===== src/rtl/mul_share_pkg.sv =====
// mul_share_pkg: shared state type and widths for the mul_share_arb slice
package mul_share_pkg;
    typedef enum logic [1:0] {IDLE, EXEC, RESP} state_t;
    localparam int OP_W = 4;
    localparam int PRO_W = 8;
    localparam int STAT_W = 8;
endpackage


===== src/rtl/mul.sv =====
// mul: unsigned 4x4 array multiplier, one rca row per partial product
module mul (
    input  logic [3:0] a,
    input  logic [3:0] b,
    output logic [7:0] pro
);
    logic [3:0][7:0] acc;
    assign acc[0] = {4'b0, a & {4{b[0]}}};
    for (genvar i = 1; i < 4; i++) begin : g_row
        rca #(.W(8)) u_rca (
            .a(acc[i-1]),
            .b(8'(a & {4{b[i]}}) << i),
            .s(acc[i])
        );
    end
    assign pro = acc[3];
endmodule


===== src/rtl/mul_rr_pick.sv =====
// mul_rr_pick: combinational round-robin pick, first set req bit at or after ptr
module mul_rr_pick #(
    parameter int NREQ = 4,
    localparam int IDW = $clog2(NREQ)
) (
    input  logic [NREQ-1:0] req,
    input  logic [IDW-1:0]  ptr,
    output logic [NREQ-1:0] gnt,
    output logic [IDW-1:0]  idx,
    output logic            any_valid
);
    always_comb begin
        idx = '0;
        // scan farthest-first so the nearest requester after ptr wins
        for (int k = NREQ - 1; k >= 0; k--) begin
            if (req[(int'(ptr) + k) % NREQ]) idx = IDW'((int'(ptr) + k) % NREQ);
        end
        any_valid = |req;
        gnt = any_valid ? NREQ'(1) << idx : '0;
    end
endmodule


===== src/rtl/rca.sv =====
// rca: ripple-carry adder; carry-out is dropped, so callers size W to hold the full sum
module rca #(
    parameter int W = 8
) (
    input  logic [W-1:0] a,
    input  logic [W-1:0] b,
    output logic [W-1:0] s
);
    logic [W-1:0] c;
    assign c[0] = 1'b0;
    for (genvar i = 0; i < W - 1; i++) begin : g_c
        assign c[i+1] = (a[i] & b[i]) | (c[i] & (a[i] ^ b[i]));
    end
    assign s = a ^ b ^ c;
endmodule


===== src/rtl/mul_share_arb.sv =====
// mul_share_arb: round-robin sharing of one 4x4 multiplier among NREQ requesters.
// Define MUL_SHARE_ARB_STATS_EN to add saturating per-requester grant counters (stat_grants).
module mul_share_arb
    import mul_share_pkg::*;
#(
    parameter int NREQ = 4,
    localparam int IDW = $clog2(NREQ)
) (
    input  logic                   clk,
    input  logic                   rst_n,
    input  logic [NREQ-1:0]        req_valid,
    input  logic [NREQ*OP_W-1:0]   req_a,
    input  logic [NREQ*OP_W-1:0]   req_b,
    output logic [NREQ-1:0]        req_ready,
    output logic                   rsp_valid,
    output logic [IDW-1:0]         rsp_id,
    output logic [PRO_W-1:0]       rsp_pro,
    input  logic                   rsp_ready
`ifdef MUL_SHARE_ARB_STATS_EN
    ,
    output logic [NREQ*STAT_W-1:0] stat_grants
`endif
);
    state_t          state;
    logic [IDW-1:0]  rr_ptr, op_id, g_idx;
    logic [OP_W-1:0] op_a, op_b;
    logic [NREQ-1:0] g_onehot;
    logic            g_any;
    logic [PRO_W-1:0] pro;

    mul_rr_pick #(.NREQ(NREQ)) u_pick (
        .req(req_valid),
        .ptr(rr_ptr),
        .gnt(g_onehot),
        .idx(g_idx),
        .any_valid(g_any)
    );

    mul u_mul (
        .a(op_a),
        .b(op_b),
        .pro(pro)
    );

    assign req_ready = (state == IDLE) ? g_onehot : '0;

    always_ff @(posedge clk) begin
        if (!rst_n) begin
            state     <= IDLE;
            rr_ptr    <= '0;
            op_a      <= '0;
            op_b      <= '0;
            op_id     <= '0;
            rsp_valid <= 1'b0;
            rsp_id    <= '0;
            rsp_pro   <= '0;
        end else begin
            case (state)
                IDLE: if (g_any) begin
                    op_a   <= req_a[OP_W*g_idx +: OP_W];
                    op_b   <= req_b[OP_W*g_idx +: OP_W];
                    op_id  <= g_idx;
                    rr_ptr <= (g_idx == IDW'(NREQ - 1)) ? '0 : g_idx + 1'b1;
                    state  <= EXEC;
                end
                EXEC: begin
                    rsp_pro   <= pro;
                    rsp_id    <= op_id;
                    rsp_valid <= 1'b1;
                    state     <= RESP;
                end
                RESP: if (rsp_ready) begin
                    rsp_valid <= 1'b0;
                    state     <= IDLE;
                end
                default: state <= IDLE;
            endcase
        end
    end

`ifdef MUL_SHARE_ARB_STATS_EN
    always_ff @(posedge clk) begin
        if (!rst_n)
            stat_grants <= '0;
        else if (state == IDLE && g_any && stat_grants[STAT_W*g_idx +: STAT_W] != '1)
            stat_grants[STAT_W*g_idx +: STAT_W] <= stat_grants[STAT_W*g_idx +: STAT_W] + 1'b1;
    end
`endif
endmodule


===== config.mk =====
export PLATFORM = sky130hd
export DESIGN_NAME = mul_share_arb
export DESIGN_NICKNAME = d
export VERILOG_FILES = /design/src/rtl/mul_share_pkg.sv /design/src/rtl/mul.sv /design/src/rtl/mul_rr_pick.sv /design/src/rtl/rca.sv /design/src/rtl/mul_share_arb.sv
export SDC_FILE = /design/constraint.sdc
export NUM_CORES = 1
export LEC_CHECK = 0
export CAP_MARGIN = 20
export CORE_MARGIN = 10
export CORE_UTILIZATION = 49
export DETAILED_ROUTE_END_ITERATION = 8
export PLACE_DENSITY = 0.85
export REMOVE_ABC_BUFFERS = 1
export SETUP_SLACK_MARGIN = 0.15
export SYNTH_ARGS = -nofsm -noshare
export SYNTH_HDL_FRONTEND = slang
export SYNTH_SLANG_ARGS = --single-unit

===== constraint.sdc =====
create_clock -name clk -period 11 [get_ports clk]
set_input_delay 1.1 -clock clk [delete_from_list [all_inputs] [get_ports clk]]
set_output_delay 1.1 -clock clk [all_outputs]
set_load 0.1 [all_outputs]

* Word level (Yosys, flattened, before mapping)
Cells that the tools add are included.
** Storage, ports and cells
- Register bits after elaboration :: 25
- Output and inout port bits :: 15
** Cells by class
- Add/subtract/negate cells :: 4
- $lt $le $gt $ge :: 4
- Eq/ne operators :: 5
- Shifts and indexed selects :: 3
- Muxes and demuxes :: 23
- Bitwise gates (word level) :: 55
- Reduce and logical (&&, ||, !) cells :: 9
** Operators with widths (number)
- $xor 8x8->8 :: 5
- $shiftx 16x5->4 :: 2
- $and 1x1->1 :: 21
- $and 4x4->4 :: 4
- $mux 2 :: 7
- $lt 3x4->1 const B :: 3
- $or 1x1->1 :: 9
- $bmux 1 s2 :: 4
- $mux 1 :: 8
- $mux 4 :: 2
- $xor 1x1->1 :: 8
- $xor 4x8->8 :: 1
- $pmux 2 s3 :: 1
- $reduce_and 2->1 :: 3
- $reduce_or 2->1 :: 3
- $add 2x1->2 const B :: 2
- $add 2x2->2 const B :: 2
- $eq 2x2->1 const B :: 2
- $ne 2x2->1 const B :: 2
- $reduce_or 4->1 :: 1
- $shl 1x2->4 const A :: 1
- $and 1x1->1 const A :: 3
- $and 1x1->1 const B :: 3
- $lt 2x3->1 const B :: 1
- other kinds (5) :: 5

* Logic depth before layout (Yosys ltp)
- Depth in word-level cells :: 28
- Depth in mapped cells :: 15
- Depth with buffers taken out :: 15

* Cells and area by module
Synthesis repeated with hierarchy kept, for this count alone.
** Unflattened totals
- Cell total of the unflattened synthesis :: 202
- Area, all modules :: 2024.4 um2
** By module, submodules not included
- mul_share_arb :: times used 1, cells an instance 113, area each 1183.6 um2, seq. area each 500.5 um2
- rca :: times used 3, cells an instance 13, area each 175.2 um2, seq. area each 0.0 um2
- mul_rr_pick :: times used 1, cells an instance 33, area each 211.5 um2, seq. area each 0.0 um2
- mul :: times used 1, cells an instance 17, area each 103.8 um2, seq. area each 0.0 um2

* Worst setup path before layout
OpenSTA, ideal clock, no wires.
- Path kind :: reg2reg
- Start point :: register op_b[0]
- End point :: register rsp_pro[6]
- Data arrival time :: 3681 ps
- Data required time :: 10924 ps
- Path slack :: 7243 ps
- Cell stages (with the launch flop) :: 16
- Path buffers :: 0
- Clock period less this slack :: 3757 ps
- Path through :: dfxtp_1 -> and2_1 -> ha_1 -> inv_1 -> fa_1 -> inv_1 -> fa_1 -> fa_1 -> inv_1 -> fa_1 -> inv_1 -> fa_1 -> fa_1 -> fa_1 -> nand2_1 -> a21boi_0
** Between the ends
- Cells in the longest elaborated chain, start to end :: 15
** RTL lines
- start: declaration :: RTL line mul_share_arb.sv:26 : logic [OP_W-1:0] op_a, op_b;
- start signal: assignment :: RTL line mul_share_arb.sv:61 : op_b <= req_b[OP_W*g_idx +: OP_W];
- $and 4x4->4 (*) :: RTL line mul.sv:8 : assign acc[0] = {4'b0, a & {4{b[0]}}};
- $and 1x1->1 / $xor 1x1->1 (equally long branches) :: RTL line rca.sv:12 : assign c[i+1] = (a[i] & b[i]) | (c[i] & (a[i] ^ b[i]));
- $and 1x1->1 :: RTL line rca.sv:12
- $or 1x1->1 :: RTL line rca.sv:12
- $xor 8x8->8 (*) :: RTL line rca.sv:14 : assign s = a ^ b ^ c;
- $xor 1x1->1 / $or 1x1->1 (equally long branches) :: RTL line rca.sv:12
- $and 1x1->1 / $xor 8x8->8 (equally long branches) :: RTL line rca.sv:12, rca.sv:14
- $or 1x1->1, or another cell as far along :: RTL line rca.sv:12
- $and 1x1->1 / $xor 8x8->8 (equally long branches) :: RTL line rca.sv:12, rca.sv:14
- $or 1x1->1 / $xor 1x1->1 (equally long branches) :: RTL line rca.sv:12
- $and 1x1->1 / $xor 8x8->8 (equally long branches) :: RTL line rca.sv:12, rca.sv:14
- $or 1x1->1 / $xor 1x1->1 (equally long branches) :: RTL line rca.sv:12
- $xor 8x8->8 (*) :: RTL line rca.sv:14
- $xor 8x8->8 / $or 1x1->1 (equally long branches) :: RTL line rca.sv:14, rca.sv:12
- $xor 8x8->8 (*) :: RTL line rca.sv:14
- via pro[6] :: RTL line mul_share_arb.sv:29 : logic [PRO_W-1:0] pro;
- end signal: assignment :: RTL line mul_share_arb.sv:67 : rsp_pro <= pro;
- end: declaration :: RTL line mul_share_arb.sv:17 : output logic [PRO_W-1:0] rsp_pro,
The timed path passes the listed nets; every way through them passes the cells marked *.
A chain may end at the register's enable or synchronous reset.

* Final worst setup path
- Start point :: input port req_valid[2]
- End point :: output port req_ready[3]
** Between the ends
- Cells in the longest elaborated chain, start to end :: 10
** RTL lines
- start: declaration :: RTL line mul_share_arb.sv:11 : input logic [NREQ-1:0] req_valid,
- $bmux 1 s2 :: RTL line mul_rr_pick.sv:16 : if (req[(int'(ptr) + k) % NREQ]) idx = IDW'((int'(ptr) + k) % NREQ);
- $mux 1 (not written as such) (2 in series) :: RTL line mul_rr_pick.sv:16
- $mux 2 (3 in series) :: RTL line mul_rr_pick.sv:16
- $mux 2 (*) :: RTL line mul_rr_pick.sv:16
- via g_idx[0] :: RTL line mul_share_arb.sv:25 : logic [IDW-1:0] rr_ptr, op_id, g_idx;
- $shl 1x2->4 (*) :: RTL line mul_rr_pick.sv:19 : gnt = any_valid ? NREQ'(1) << idx : '0;
- $mux 4 (*) :: RTL line mul_rr_pick.sv:19
- $mux 4 (*) :: RTL line mul_share_arb.sv:45 : assign req_ready = (state == IDLE) ? g_onehot : '0;
- end: declaration :: RTL line mul_share_arb.sv:14 : output logic [NREQ-1:0] req_ready,
The timed path passes the listed nets; every way through them passes the cells marked *. The select of a mux whose other input is x is not followed.

==> flow_summary.json <==
{
  "criticalPathCategory": "input port to output pin",
  "track_usage": 0.1356,
  "post_cts_resized": 0,
  "clock_latency_ns": 0.33,
  "cts_buffers": 3,
  "critPathLaunchType": "input port",
  "finalClockSkew_ns": 0.005558,
  "synth_top_area_share": 0.3040,
  "hp-class": "flip-flop to flip-flop",
  "viasPerCell": 5.225,
  "drive_gt1_frac": 0.07489,
  "h-tree-depth": 1,
  "wire_per_inst_um": 14.54,
  "fin_cells": 271,
  "grt_first_pass_wirelength_mm": 6.900,
  "pin_count": 54,
  "endpoint_kind": "output pin",
  "first_global_vias": 1504,
  "synth_compound_area_frac": 0.1641,
  "met1_length_mm": 1.610,
  "clock.fmax_mhz": 195.2,
  "cp_top_family": "buffers and inverters",
  "cts_sinks": 25,
  "p_seq_frac": 0.411,
  "slowest_stage": "clkdlybuf4s50_1",
  "synthCells": 177,
  "post_cts_buffers": 0,
  "synth-seq-cells": 25,
  "drtAntennaViolNets": 0,
  "cts-hold-fix-buffers": 0,
  "min_period_ns": 5.122,
  "num-nets-final": 283,
  "final_hold_viol_count": 0,
  "async_flop_share": 0,
  "slowest_delay_ns": 1.12,
  "leakage_nw": 0.9501,
  "drc": 0,
  "synth_edf_count": 0,
  "met3_length_um": 307,
  "drt_iter0_drc": 35,
  "top_layer": "met4",
  "setup_viol": 0,
  "fin_crit_sh": 0.4656,
  "yosys.area.top_type": "dfxtp_1",
  "hpwlAfterDp_mm": 3.292,
  "synth_top_family_by_area": "simple AND/OR/NAND/NOR gates",
  "syn_to_final_growth_pct": 34.04,
  "critical_path.cell_chain": "clkdlybuf4s50_1, inv_1, o22ai_1, a211o_2, inv_1, ha_1, and2_2, clkdlybuf4s50_1",
  "ys_seq_area_frac": 0.3040,
  "synth_adder_area_share": 0.1581,
  "grt_max_degree": 26,
  "first_pass_iters": 4,
  "antenna_found_initial": 0,
  "worst_pin_slew_ns": 0.9753,
  "gp_congestion": 0.8213,
  "path_clk_slew_ns": 0.14,
  "die_area_um2": 6079,
  "postRouteWirelength_mm": 3.940,
  "io_buffers": 53,
  "fin_tns_setup_ns": 0,
  "drv_cap": 0,
  "p_sw_w": 0.0001117,
  "irDropWorstVdd_mv": 0.07116,
  "die-height_um": 77.97,
  "synth.area.mux_share": 0.09726,
  "outcome": "complete, no violations",
  "worstPathRequired_ns": 9.90,
  "synthFlopType": "dfxtp_1",
  "synthSimpleGateAreaFrac": 0.2150,
  "p_int_w": 0.0001629,
  "core-area_um2": 3128,
  "overflow": 0,
  "slew_headroom": 0.3477,
  "cts-root-buf": "clkbuf_4",
  "critPathBufInv": 4,
  "pwr-share-comb": 0.433,
  "diodes": 0,
  "avgSynthCellArea_um2": 9.303,
  "whs_ns": 0.4714,
  "die_w_um": 77.97,
  "synth_area_leaders": "dfxtp_1 30%, fa_1 9.7%, mux2i_1 9.7%, ha_1 6.1%, nand2_1 5.9%",
  "crit_fanout": 21,
  "wl_met2_mm": 1.926,
  "rows": 20,
  "crit_arrival_ns": 4.02,
  "yosysUniqueCellTypes": 37,
  "start_util": 0.5264,
  "synth_area_um2": 1647,
  "clockBufferDepth": 2,
  "synthXorXnorAreaFrac": 0,
  "num_vias": 1416,
  "rsz0062_at_grt": "no",
  "dp.cells": 267,
  "swShare": 0.4068,
  "cts_tree": "yes",
  "power.share.clock": 0.157,
  "yosys_warnings": 0,
  "power.density_nw_per_um2": 124.4,
  "slew_viol_final": 0
}
-- area by class of cell --
cell class / instances / area (µm²)
multi-input combinational: 132 / 1045
fill: 253 / 920.9
timing repair buffer: 53 / 530.5
sequential: 25 / 500.5
tap: 44 / 55.05
inverter: 13 / 48.80
clock buffer: 3 / 22.52
clock inverter: 1 / 5.005
-- cell families (layout without fill, tap and decap cells) --
family | after synthesis | after routing
adder cells (fa/ha/maj) | 16 | 16
AO/OA/AOI/OAI | 33 | 33
AND/OR/NAND/NOR | 67 | 67
multiplexers | 16 | 16
buffers and inverters | 20 | 70
flip-flops | 25 | 25
-- per-stage QoR --
| stage | utilization | total power, W | worst slack (ns) | instance area, µm² |
|---|---|---|---|---|
| finish | 0.7056 | 0.0002746 | 5.878 | 2207 |
| global route | 0.7056 | 0.0002921 | 5.810 | 2207 |
| CTS | 0.7056 | 0.0002756 | 5.877 | 2207 |
| detailed placement | 0.6968 | 0.0002341 | 5.877 | 2180 |
| global placement | 0.6968 | 0.0002292 | 6.018 | 2180 |
| floorplan | - | 0.0001963 | 7.226 | 1594 |
-- synth_stat cells, types with 2 or more instances --
cell type / count
a21boi_0: 10
a21oi_1: 5
and2_1: 13
and2_2: 4
buf_2: 2
buf_6: 2
dfxtp_1: 25
fa_1: 8
ha_1: 8
inv_1: 12
mux2i_1: 16
nand2_1: 26
nand2b_1: 3
nand3_1: 9
nor2_1: 3
nor2b_1: 3
o21ai_0: 2
o221ai_1: 7
-- placed cells by master, fill, tap and decap left out, drive strengths merged --
master         Yosys  final
a21boi            11     11
nand3              9      9
mux2i             16     16
and2              18     18
o22ai              1      1
o221ai             8      8
a311o              1      1
o211a              1      1
inv               12     12
nand2             28     28
a311oi             1      1
nor2b              3      3
nand2b             3      3
a22oi              1      1
clkinv             1      2
o21ai              3      3
clkdlybuf4s50      0     53
clkbuf             1      3
ha                 8      8
nor2               4      4
or3                1      1
a211o              1      1
dfxtp             25     25
fa                 8      8
a21oi              5      5
nor3b              1      1
-- worst min-delay path: cells and delay by family, from the launching register on --
family / cells / cell delay, ns
compound gates: 1 / 0.05
flops: 1 / 0.34
simple gates: 1 / 0.05
-- sequential cells by signal (all words and copies together), names as in the netlist --
| signal | cells |
|---|---|
| rsp_valid | 1 |
| op_id | 2 |
| rsp_id | 2 |
| op_b | 4 |
| op_a | 4 |
| state | 2 |
| rr_ptr | 2 |
| rsp_pro | 8 |
-- power groups by stage --
stage	sequential, W	clock (W)	combinational, W
floorplan	0.000124	0	0.0000724
global placement	0.000114	0	0.000115
detailed placement	0.000115	0	0.000119
CTS	0.000113	0.0000435	0.000119
global route	0.000115	0.0000480	0.000129
finish	0.000113	0.0000430	0.000119
-- layer usage --
layer	track usage	up-vias
met4	0.07348	0
met1	0.1477	644
met5	0	-
met2	0.2272	55
li1	-	710
met3	0.04608	7
-- final timing paths --
| path | depth (start not counted) | slack (ns) | to | from |
|---|---|---|---|---|
| worst max register to register | 15 | 7.00 | rsp_pro[6]$_SDFFE_PN0P_ | op_b[0]$_SDFFE_PN0P_ |
| worst max-delay path | 8 | 5.88 | req_ready[3] | req_valid[2] |
| worst min register to register | 2 | 0.47 | op_id[1]$_SDFFE_PN0P_ | op_id[1]$_SDFFE_PN0P_ |
| worst min-delay path | 2 | 0.47 | op_id[1]$_SDFFE_PN0P_ | op_id[1]$_SDFFE_PN0P_ |
No activity file was read; power rests on OpenSTA's default activity.
